$ cat config.mk
export PLATFORM = sky130hd
export DESIGN_NAME = neuron_scheduler
export DESIGN_NICKNAME = d
export VERILOG_FILES = /design/src/rtl/neuron_scheduler.sv
export SDC_FILE = /design/constraint.sdc
export NUM_CORES = 1
export LEC_CHECK = 0
export BUFFER_PORTS_ARGS = -buffer_cell sky130_fd_sc_hd__buf_2
export CAP_MARGIN = 20
export CORE_MARGIN = 8
export CORE_UTILIZATION = 50
export CTS_BUF_LIST = sky130_fd_sc_hd__clkbuf_4 sky130_fd_sc_hd__clkbuf_8
export DETAILED_ROUTE_END_ITERATION = 12
export PLACE_DENSITY = 0.77
export SLEW_MARGIN = 25
export SYNTH_ARGS = -nofsm -noshare
export SYNTH_HDL_FRONTEND = slang
export SYNTH_SLANG_ARGS = --single-unit
$ cat constraint.sdc
create_clock -name clk -period 1.7 [get_ports clk]
set_input_delay 0.34 -clock clk [delete_from_list [all_inputs] [get_ports clk]]
set_output_delay 0.34 -clock clk [all_outputs]
set_load 0.01 [all_outputs]
$ cat src/rtl/neuron_scheduler.sv
// neuron_scheduler
//   Time-multiplexes one shared LIF neuron datapath across N_NEURONS logical
//   neurons. Per-neuron membrane potential and last-spike flag live here,
//   together with the layer config (decay shift, negated threshold). A start
//   in IDLE runs one timestep. Each RUN cycle serves one neuron, and the
//   datapath result is written back on the same edge. The layer spike vector
//   is published with a one-cycle done pulse.
//
// Ports
//   clk, reset                 clock, synchronous active-high reset
//   start, x_in                timestep request and input spike vector (IDLE only)
//   clear_state                IDLE only: zero potentials, spike flags, step_cnt
//   cfg_we, cfg_shift,
//   cfg_minus_teta             IDLE only: load layer config
//   w_addr / w_data            weight-row index out, weight row in (combinational)
//   neu_*  (out)               operands for the shared neuron, selected by idx
//   neu_u_out, neu_is_spike    datapath results (combinational)
//   busy, done                 RUN indicator, end-of-timestep pulse
//   spikes_out                 layer spike vector, held until the next done
//   step_cnt                   completed timesteps, 8-bit wrap
//
// state | meaning
// ------+-----------------------------------------------------------------
// IDLE  | waiting for start; config load and state clear accepted here
// RUN   | one neuron per cycle, idx 0..N_NEURONS-1, result written back
// DONE  | one cycle: done pulse, step_cnt increments

module neuron_scheduler #(
    parameter  int n_stage   = 2,
    parameter  int N_NEURONS = 4,
    localparam int NI        = 2 ** n_stage,
    localparam int UW        = n_stage + 2,
    localparam int IW        = $clog2(N_NEURONS)
) (
    input  logic                 clk,
    input  logic                 reset,
    input  logic                 start,
    input  logic [NI-1:0]        x_in,
    input  logic                 clear_state,
    input  logic                 cfg_we,
    input  logic [2:0]           cfg_shift,
    input  logic [UW-1:0]        cfg_minus_teta,
    output logic [IW-1:0]        w_addr,
    input  logic [NI-1:0]        w_data,
    output logic [NI-1:0]        neu_w,
    output logic [NI-1:0]        neu_x,
    output logic [2:0]           neu_shift,
    output logic [UW-1:0]        neu_minus_teta,
    output logic [UW-1:0]        neu_previus_u,
    output logic                 neu_was_spike,
    input  logic [UW-1:0]        neu_u_out,
    input  logic                 neu_is_spike,
    output logic                 busy,
    output logic                 done,
    output logic [N_NEURONS-1:0] spikes_out,
    output logic [7:0]           step_cnt
);

    typedef enum logic [1:0] {
        ST_IDLE = 2'd0,
        ST_RUN  = 2'd1,
        ST_DONE = 2'd2
    } state_t;

    localparam logic [IW-1:0] IDX_LAST = IW'(N_NEURONS - 1);

    state_t                 state_q, state_d;
    logic [IW-1:0]          idx_q, idx_d;
    logic [NI-1:0]          x_q, x_d;
    logic [2:0]             shift_q, shift_d;
    logic [UW-1:0]          teta_q, teta_d;
    logic [UW-1:0]          u_mem_q [N_NEURONS];
    logic [UW-1:0]          u_mem_d [N_NEURONS];
    logic [N_NEURONS-1:0]   spk_mem_q, spk_mem_d;
    logic [N_NEURONS-1:0]   spikes_q, spikes_d;
    logic [7:0]             step_cnt_q, step_cnt_d;

    always_ff @(posedge clk) begin
        if (reset) begin
            state_q    <= ST_IDLE;
            idx_q      <= '0;
            x_q        <= '0;
            shift_q    <= '0;
            teta_q     <= '0;
            for (int i = 0; i < N_NEURONS; i++) begin
                u_mem_q[i] <= '0;
            end
            spk_mem_q  <= '0;
            spikes_q   <= '0;
            step_cnt_q <= '0;
        end else begin
            state_q    <= state_d;
            idx_q      <= idx_d;
            x_q        <= x_d;
            shift_q    <= shift_d;
            teta_q     <= teta_d;
            u_mem_q    <= u_mem_d;
            spk_mem_q  <= spk_mem_d;
            spikes_q   <= spikes_d;
            step_cnt_q <= step_cnt_d;
        end
    end

    always_comb begin
        state_d    = state_q;
        idx_d      = idx_q;
        x_d        = x_q;
        shift_d    = shift_q;
        teta_d     = teta_q;
        u_mem_d    = u_mem_q;
        spk_mem_d  = spk_mem_q;
        spikes_d   = spikes_q;
        step_cnt_d = step_cnt_q;

        case (state_q)
            ST_IDLE: begin
                // Config and clear land on the same edge as an accepted start,
                // so that run already sees the new config and cleared state.
                if (cfg_we) begin
                    shift_d = cfg_shift;
                    teta_d  = cfg_minus_teta;
                end
                if (clear_state) begin
                    for (int i = 0; i < N_NEURONS; i++) begin
                        u_mem_d[i] = '0;
                    end
                    spk_mem_d  = '0;
                    step_cnt_d = '0;
                end
                if (start) begin
                    x_d     = x_in;
                    idx_d   = '0;
                    state_d = ST_RUN;
                end
            end
            ST_RUN: begin
                u_mem_d[idx_q]   = neu_u_out;
                spk_mem_d[idx_q] = neu_is_spike;
                if (idx_q == IDX_LAST) begin
                    idx_d    = '0;
                    // Take the snapshot including the final writeback, so it
                    // is already valid during the done cycle.
                    spikes_d = spk_mem_d;
                    state_d  = ST_DONE;
                end else begin
                    idx_d = idx_q + IW'(1);
                end
            end
            ST_DONE: begin
                step_cnt_d = step_cnt_q + 8'd1;
                state_d    = ST_IDLE;
            end
            default: begin
                state_d = ST_IDLE;
                idx_d   = '0;
            end
        endcase
    end

    // idx is held at 0 outside RUN, so these give the neuron-0 view there.
    assign w_addr         = idx_q;
    assign neu_w          = w_data;
    assign neu_x          = x_q;
    assign neu_shift      = shift_q;
    assign neu_minus_teta = teta_q;
    assign neu_previus_u  = u_mem_q[idx_q];
    assign neu_was_spike  = spk_mem_q[idx_q];

    assign busy       = (state_q == ST_RUN);
    assign done       = (state_q == ST_DONE);
    assign spikes_out = spikes_q;
    assign step_cnt   = step_cnt_q;

endmodule

==> impl_results.md, run 1 <==
- IO Count: 61
- First-pass GRT wire length: 7997 um
- Synth Area per Inst: 9.128 sq um
- Final hold vios: 0
- Min Clock Period, post-route: 1.773 ns
- Syn Std Cell Area: 2100 sq um
- Area leader, netlist: dfxtp_1
- Routed Antenna Nets: 0
- CP Capture Type: output port
- CTS sink cnt: 47
- Initial DRC count: 159
- Initial core utilization: 52.11%
- Die area: 6529 sq um
- Multi-input logic area: 1036 sq um
- Worst hold path stage count: 3
- Slew @ Worst Pin: 0.4196 ns
- # DRC: 0
- Status: finished with violations
- Nets: 311
- CTS Buf Count: 5
- Core ar.: 4029 sq um
- Area share of the largest cell type after synthesis: 44.82%
- CTS clk-pin slew, worst paths: 0.08 ns
- Largest net degree at the start of global routing: 32
- Syn Nets: 260
- Remaining Overflow, GRT: 0
- Site Rows: 23
- Maximum vdd ir drop: 0.5269 mV
- Number of global-route vias before repair: 1715
- Worst Path Arrival: 1.43 ns
- Fillers: 357
- RR Startpoint: w_addr[0]$_SDFFE_PP0P_
- Synth Instances: 230
- Vias per inst: 5.533
- Synth Flop Type: dfxtp_1
- Later-pin clock latency in the skew report: 0.31 ns
- Routed wire length: 4841 um
- Wire per inst: 14.58 um
- Register area: 945.9 sq um
- CTS tree: yes
- Final hold slack: 0.2650 ns
- Failing checks: setup timing
- Die height: 80.80 um
- Leakage: 1.054 nW
- Detailed Routing Iterations Pass 1: 4
- Total GRT Usage: 15.74%
- Max Cap Viol: 0
- Crit path max fanout: 7
- End of the worst hold path: neu_minus_teta[0]$_SDFFE_PP0P_
- Vias: 1837
- Worst-case reg-to-reg path depth: 6
- Reg2reg setup slack: 0.18 ns
- Hold Buf Count CTS: 0
- Die width: 80.80 um
- Largest cells by area after synthesis: dfxtp_1, mux2i_1, a21oi_1, nand3_1, mux4_2
- Worst hold path class: in -> reg
- Clock Skews: 0.009893 ns
- Clk buf depth: 2
- CP Launch Type: register
- Sequential fraction of the synthesis area: 44.82%
- N_diodes: 0
- CP required: 1.36 ns
- Hold Crit Start: cfg_minus_teta[0]
- Final HPWL DP: 3520 um
- RR Endpoint: spikes_out[2]$_SDFFE_PP0P_
- Final Slew Violations: 0
- Initial antenna violation count: 0
- #FFs+latches synth: 47
- Post-synth EDFFs: 0
- Count of unique library cells instantiated by Yosys: 37
- Port Buffers: 52
- Most common cell after layout, fill and taps aside: buf_2
- Worst Slack Setup Final: -0.07328 ns
- Final setup fails: 4
- Slew HR: 71.90%
- Unrepaired setup endpoints after global routing: true
- PnR Total Power: 0.002073 W
- Yosys warns: 0
- Placer Congestion: 0.8090
- Share of layout cells above drive strength 1: 28.72%
- Clk root buf: clkbuf_8
- Area Overhead vs Synth: 20.50%
- Pwr dens: 819.4 nW/um^2
- Period utilisation layout: 104.3%
- H-Tree Depth: 2
- Commonest cells after routing, fill and taps aside: buf_2, dfxtp_1, nand2_1, a21oi_1, nand3_1
- Maximum clock frequency: 0.5639 GHz
- Worst setup path class: reg -> out
- Async S/R FF share, synth: 0%
- Final core utilization: 62.80%
-- Yosys cell counts (2+ instances only) --
| cell type | count |
|---|---|
| or3_1 | 2 |
| a32oi_1 | 2 |
| nor2_1 | 20 |
| nand2b_1 | 2 |
| buf_4 | 4 |
| buf_2 | 6 |
| nor2b_1 | 2 |
| inv_1 | 6 |
| and3b_1 | 5 |
| a21oi_1 | 26 |
| dfxtp_1 | 47 |
| nand3b_1 | 4 |
| ha_1 | 5 |
| mux2i_1 | 15 |
| nand3_1 | 24 |
| clkbuf_1 | 7 |
| a211oi_1 | 4 |
| nand2_1 | 26 |
| mux4_2 | 5 |
-- cells by family (layout without fill, tap and decap cells) --
| family | count (synthesis) | in the layout | share of synthesized area (%) |
|---|---|---|---|
| mux | 21 | 21 | 13.05 |
| simple gates | 92 | 92 | 21.93 |
| buf+inv | 25 | 77 | 5.900 |
| compound gates | 40 | 40 | 11.32 |
| flops | 47 | 47 | 44.82 |
| fa+ha+maj | 5 | 5 | 2.980 |
-- metal layers --
metal  track usage (%)  vias up  wire length, um
met5                 0        -                0
met4             7.500        0               68
met3             7.506        6              401
met2             24.06       52             2231
met1             18.24      867             2139
li1                  -      912                -
-- power by group --
| group | internal, W | switching (W) |
|---|---|---|
| logic | 0.000120 | 0.000142 |
| registers | 0.00113 | 0.0000170 |
| clock network | 0.000286 | 0.000378 |
| total | 0.00154 | 0.000537 |
-- worst max path at each step --
stage	startpoint	to	slack, ns
5_1_grt	w_addr[0]$_SDFFE_PP0P_	neu_was_spike	-0.13
2_1_floorplan	w_addr[1]$_SDFFE_PP0P_	neu_previus_u[0]	0.12
3_3_place_gp	w_addr[1]$_SDFFE_PP0P_	spk_mem_q[1]$_SDFFE_PP0P_	0.20
6_report	w_addr[0]$_SDFFE_PP0P_	neu_was_spike	-0.07
4_1_cts	w_addr[0]$_SDFFE_PP0P_	neu_was_spike	-0.08
3_5_place_dp	w_addr[1]$_SDFFE_PP0P_	u_mem_q[8]$_SDFFE_PP0P_	0.15
-- layout make-up --
cell class              count  area share, %
flip-flops and latches     47          37.39
clock inverters             3         0.7913
well taps                  50          2.473
clock buffers               5          2.720
repair buffers             63          14.79
inverters                   6         0.8902
multi-input cells         158          40.95
-- flip-flops by register name, summed over array words and instances (netlist names) --
name and count:
neu_x 4, neu_shift 3, u_mem_q 16, state_q 2
spk_mem_q 4, w_addr 2, spikes_out 4, neu_minus_teta 4
step_cnt 8
-- stage by stage --
step / TNS (ns) / setup slack (ns) / area (sq um) / std cells
CTS: -0.2945 / -0.08283 / 2509 / 331
global route: -0.4604 / -0.1275 / 2530 / 332
finish: -0.2549 / -0.07328 / 2530 / 332
detailed placement: 0 / 0.1469 / 2394 / 321
floorplan: 0 / 0.1228 / 2100 / 230
global placement: 0 / 0.2015 / 2394 / 321
-- what timing repair did --
item | CTS | global route
buffers inserted | 2 | 1
gates resized for setup | 4 | 3
setup endpoints to repair | 5 | 7
-- worst max-delay path, stage by stage, from the launching register on --
cell	delay [ns]
dfxtp_2	0.36
buf_12	0.13
mux4_2	0.51
buf_6	0.14
Note: power is estimated with default switching activity, not from simulation.
==> inputs of run 2 (changes only) <==
Settings changed: SETUP_SLACK_MARGIN set to 0.5.
==> impl_results.md, run 2 (synthesized netlist as in run 1, its figures left out) <==
- Status: finished with violations
- Failing checks: setup timing
- Worst Path Arrival: 1.40 ns
- Initial core utilization: 52.11%
- Die height: 80.80 um
- H-Tree Depth: 2
- Min Clock Period, post-route: 1.738 ns
- Initial DRC count: 178
- Unrepaired setup endpoints after global routing: true
- Routed Antenna Nets: 0
- Hold Buf Count CTS: 0
- Fillers: 268
- Routed wire length: 7178 um
- Slew @ Worst Pin: 0.4540 ns
- Placer Congestion: 0.7824
- Final HPWL DP: 3714 um
- Finished Cell Area: 3138 sq um
- CP Capture Type: output port
- Worst Slack Setup Final: -0.03770 ns
- Setup crit end: neu_previus_u[3]
- Largest net degree at the start of global routing: 32
- Worst-case reg-to-reg path depth: 8
- Core ar.: 4029 sq um
- Vias per inst: 5.876
- RR Startpoint: w_addr[1]$_SDFFE_PP0P_
- Final Slew Violations: 0
- Final setup fails: 4
- Global routing's busiest layer: met2
- CP required: 1.36 ns
- Total GRT Usage: 18.50%
- Remaining Overflow, GRT: 0
- Worst setup path class: reg -> out
- Period utilisation layout: 102.2%
- Die area: 6529 sq um
- Clock Skews: 0.008885 ns
- Final hold vios: 0
- Wire per inst: 20.16 um
- Maximum vdd ir drop: 0.5156 mV
- Most flop-heavy register: u_mem_q
- IO Count: 61
- Final hold slack: 0.2613 ns
- CP startpoint: w_addr[0]$_SDFFE_PP0P_
- Commonest cells after routing, fill and taps aside: buf_2, dfxtp_1, buf_6
- Clk root buf: clkbuf_8
- Met3 Use GR: 6.402%
- Layout Cells excl Fill: 356
- Slew HR: 69.73%
- CTS clk-pin slew, worst paths: 0.09 ns
- First-pass GRT wire length: 9473 um
- Initial antenna violation count: 0
- RR Endpoint: spikes_out[1]$_SDFFE_PP0P_
- CTS Buf Count: 5
- Share of layout cells above drive strength 1: 56.21%
- Die width: 80.80 um
- Max reg flops: 16
- Site Rows: 23
- Maximum clock frequency: 0.5755 GHz
- Nets: 335
- GRT met2 Usage: 29.35%
- Grt met1 use: 21.81%
- Vias: 2092
- Max Cap Viol: 0
- CTS tree: yes
- PnR Total Power: 0.002217 W
- Detailed Routing Iterations Pass 1: 4
- Placed cells: 319
- N_diodes: 0
- Reg2reg setup slack: 0.14 ns
- Crit path max fanout: 6
- Placed Instance Area: 2382 sq um
- # DRC: 0
- Clk buf depth: 2
- Leakage: 1.246 nW
- CP Launch Type: register
- Area Overhead vs Synth: 49.46%
- Worst hold path class: in -> reg
- Later-pin clock latency in the skew report: 0.31 ns
- Number of global-route vias before repair: 1988
- CTS sink cnt: 47
- Port Buffers: 52
- Final core utilization: 77.89%
- Most common cell after layout, fill and taps aside: buf_2
- Pwr dens: 706.6 nW/um^2
==> run 2: how the worst min path moves through the flow <==
stage                            endpoint                       start  cells past startpoint  slack (ns)
3_5_place_dp   spikes_out[3]$_SDFFE_PP0P_  spikes_out[3]$_SDFFE_PP0P_                      2        0.45
3_3_place_gp   spikes_out[3]$_SDFFE_PP0P_  spikes_out[3]$_SDFFE_PP0P_                      2        0.45
2_1_floorplan     u_mem_q[5]$_SDFFE_PP0P_     u_mem_q[5]$_SDFFE_PP0P_                      2        0.44
4_1_cts         neu_shift[0]$_SDFFE_PP0P_                cfg_shift[0]                      3        0.26
5_1_grt             neu_x[2]$_SDFFE_PP0P_                     x_in[2]                      3        0.26
6_report        neu_shift[0]$_SDFFE_PP0P_                cfg_shift[0]                      3        0.26
==> run 2: cell type report <==
class	count	area, sq um	share of cell area, %
inverter	6	27.53	0.8772
clock buffer	6	82.58	2.632
tap	50	62.56	1.994
multi-input combinational	159	1336	42.58
timing repair buffer	86	640.6	20.41
clock inverter	2	16.27	0.5183
sequential	47	972.2	30.98
==> run 2: worst max-delay path, cell delays in order (launching register included) <==
cell     delay [ns]
dfxtp_4        0.42
mux4_2         0.51
buf_2          0.16
==> run 2: per-stage QoR <==
| step | setup slack (ns) | TNS (ns) |
|---|---|---|
| final | -0.03770 | -0.1274 |
| after global routing | -0.08307 | -0.3381 |
| after detailed placement | 0.2320 | 0 |
| after global placement | 0.2569 | 0 |
| after CTS | -0.03771 | -0.1280 |
| after floorplan | 0.3119 | 0 |
==> run 2: what timing repair did <==
action / CTS / global route
buffers inserted: 16 / 11
cloned: 1 / 1
gates resized for setup: 48 / 62
pin swaps: 42 / 35
setup endpoints to repair: 52 / 52
==> run 2: per-layer routing <==
layer	part of all wire (%)	up-vias
met5	0	-
met4	4.9	0
met3	7.8	30
met2	48	98
met1	39	1008
li1	-	956
==> run 2: power by group <==
part           internal, W  leakage [nW]  switching (W)
registers          0.00112         0.389      0.0000240
clock network     0.000332        0.0474       0.000395
logic             0.000165         0.810       0.000179
total              0.00162          1.25       0.000598
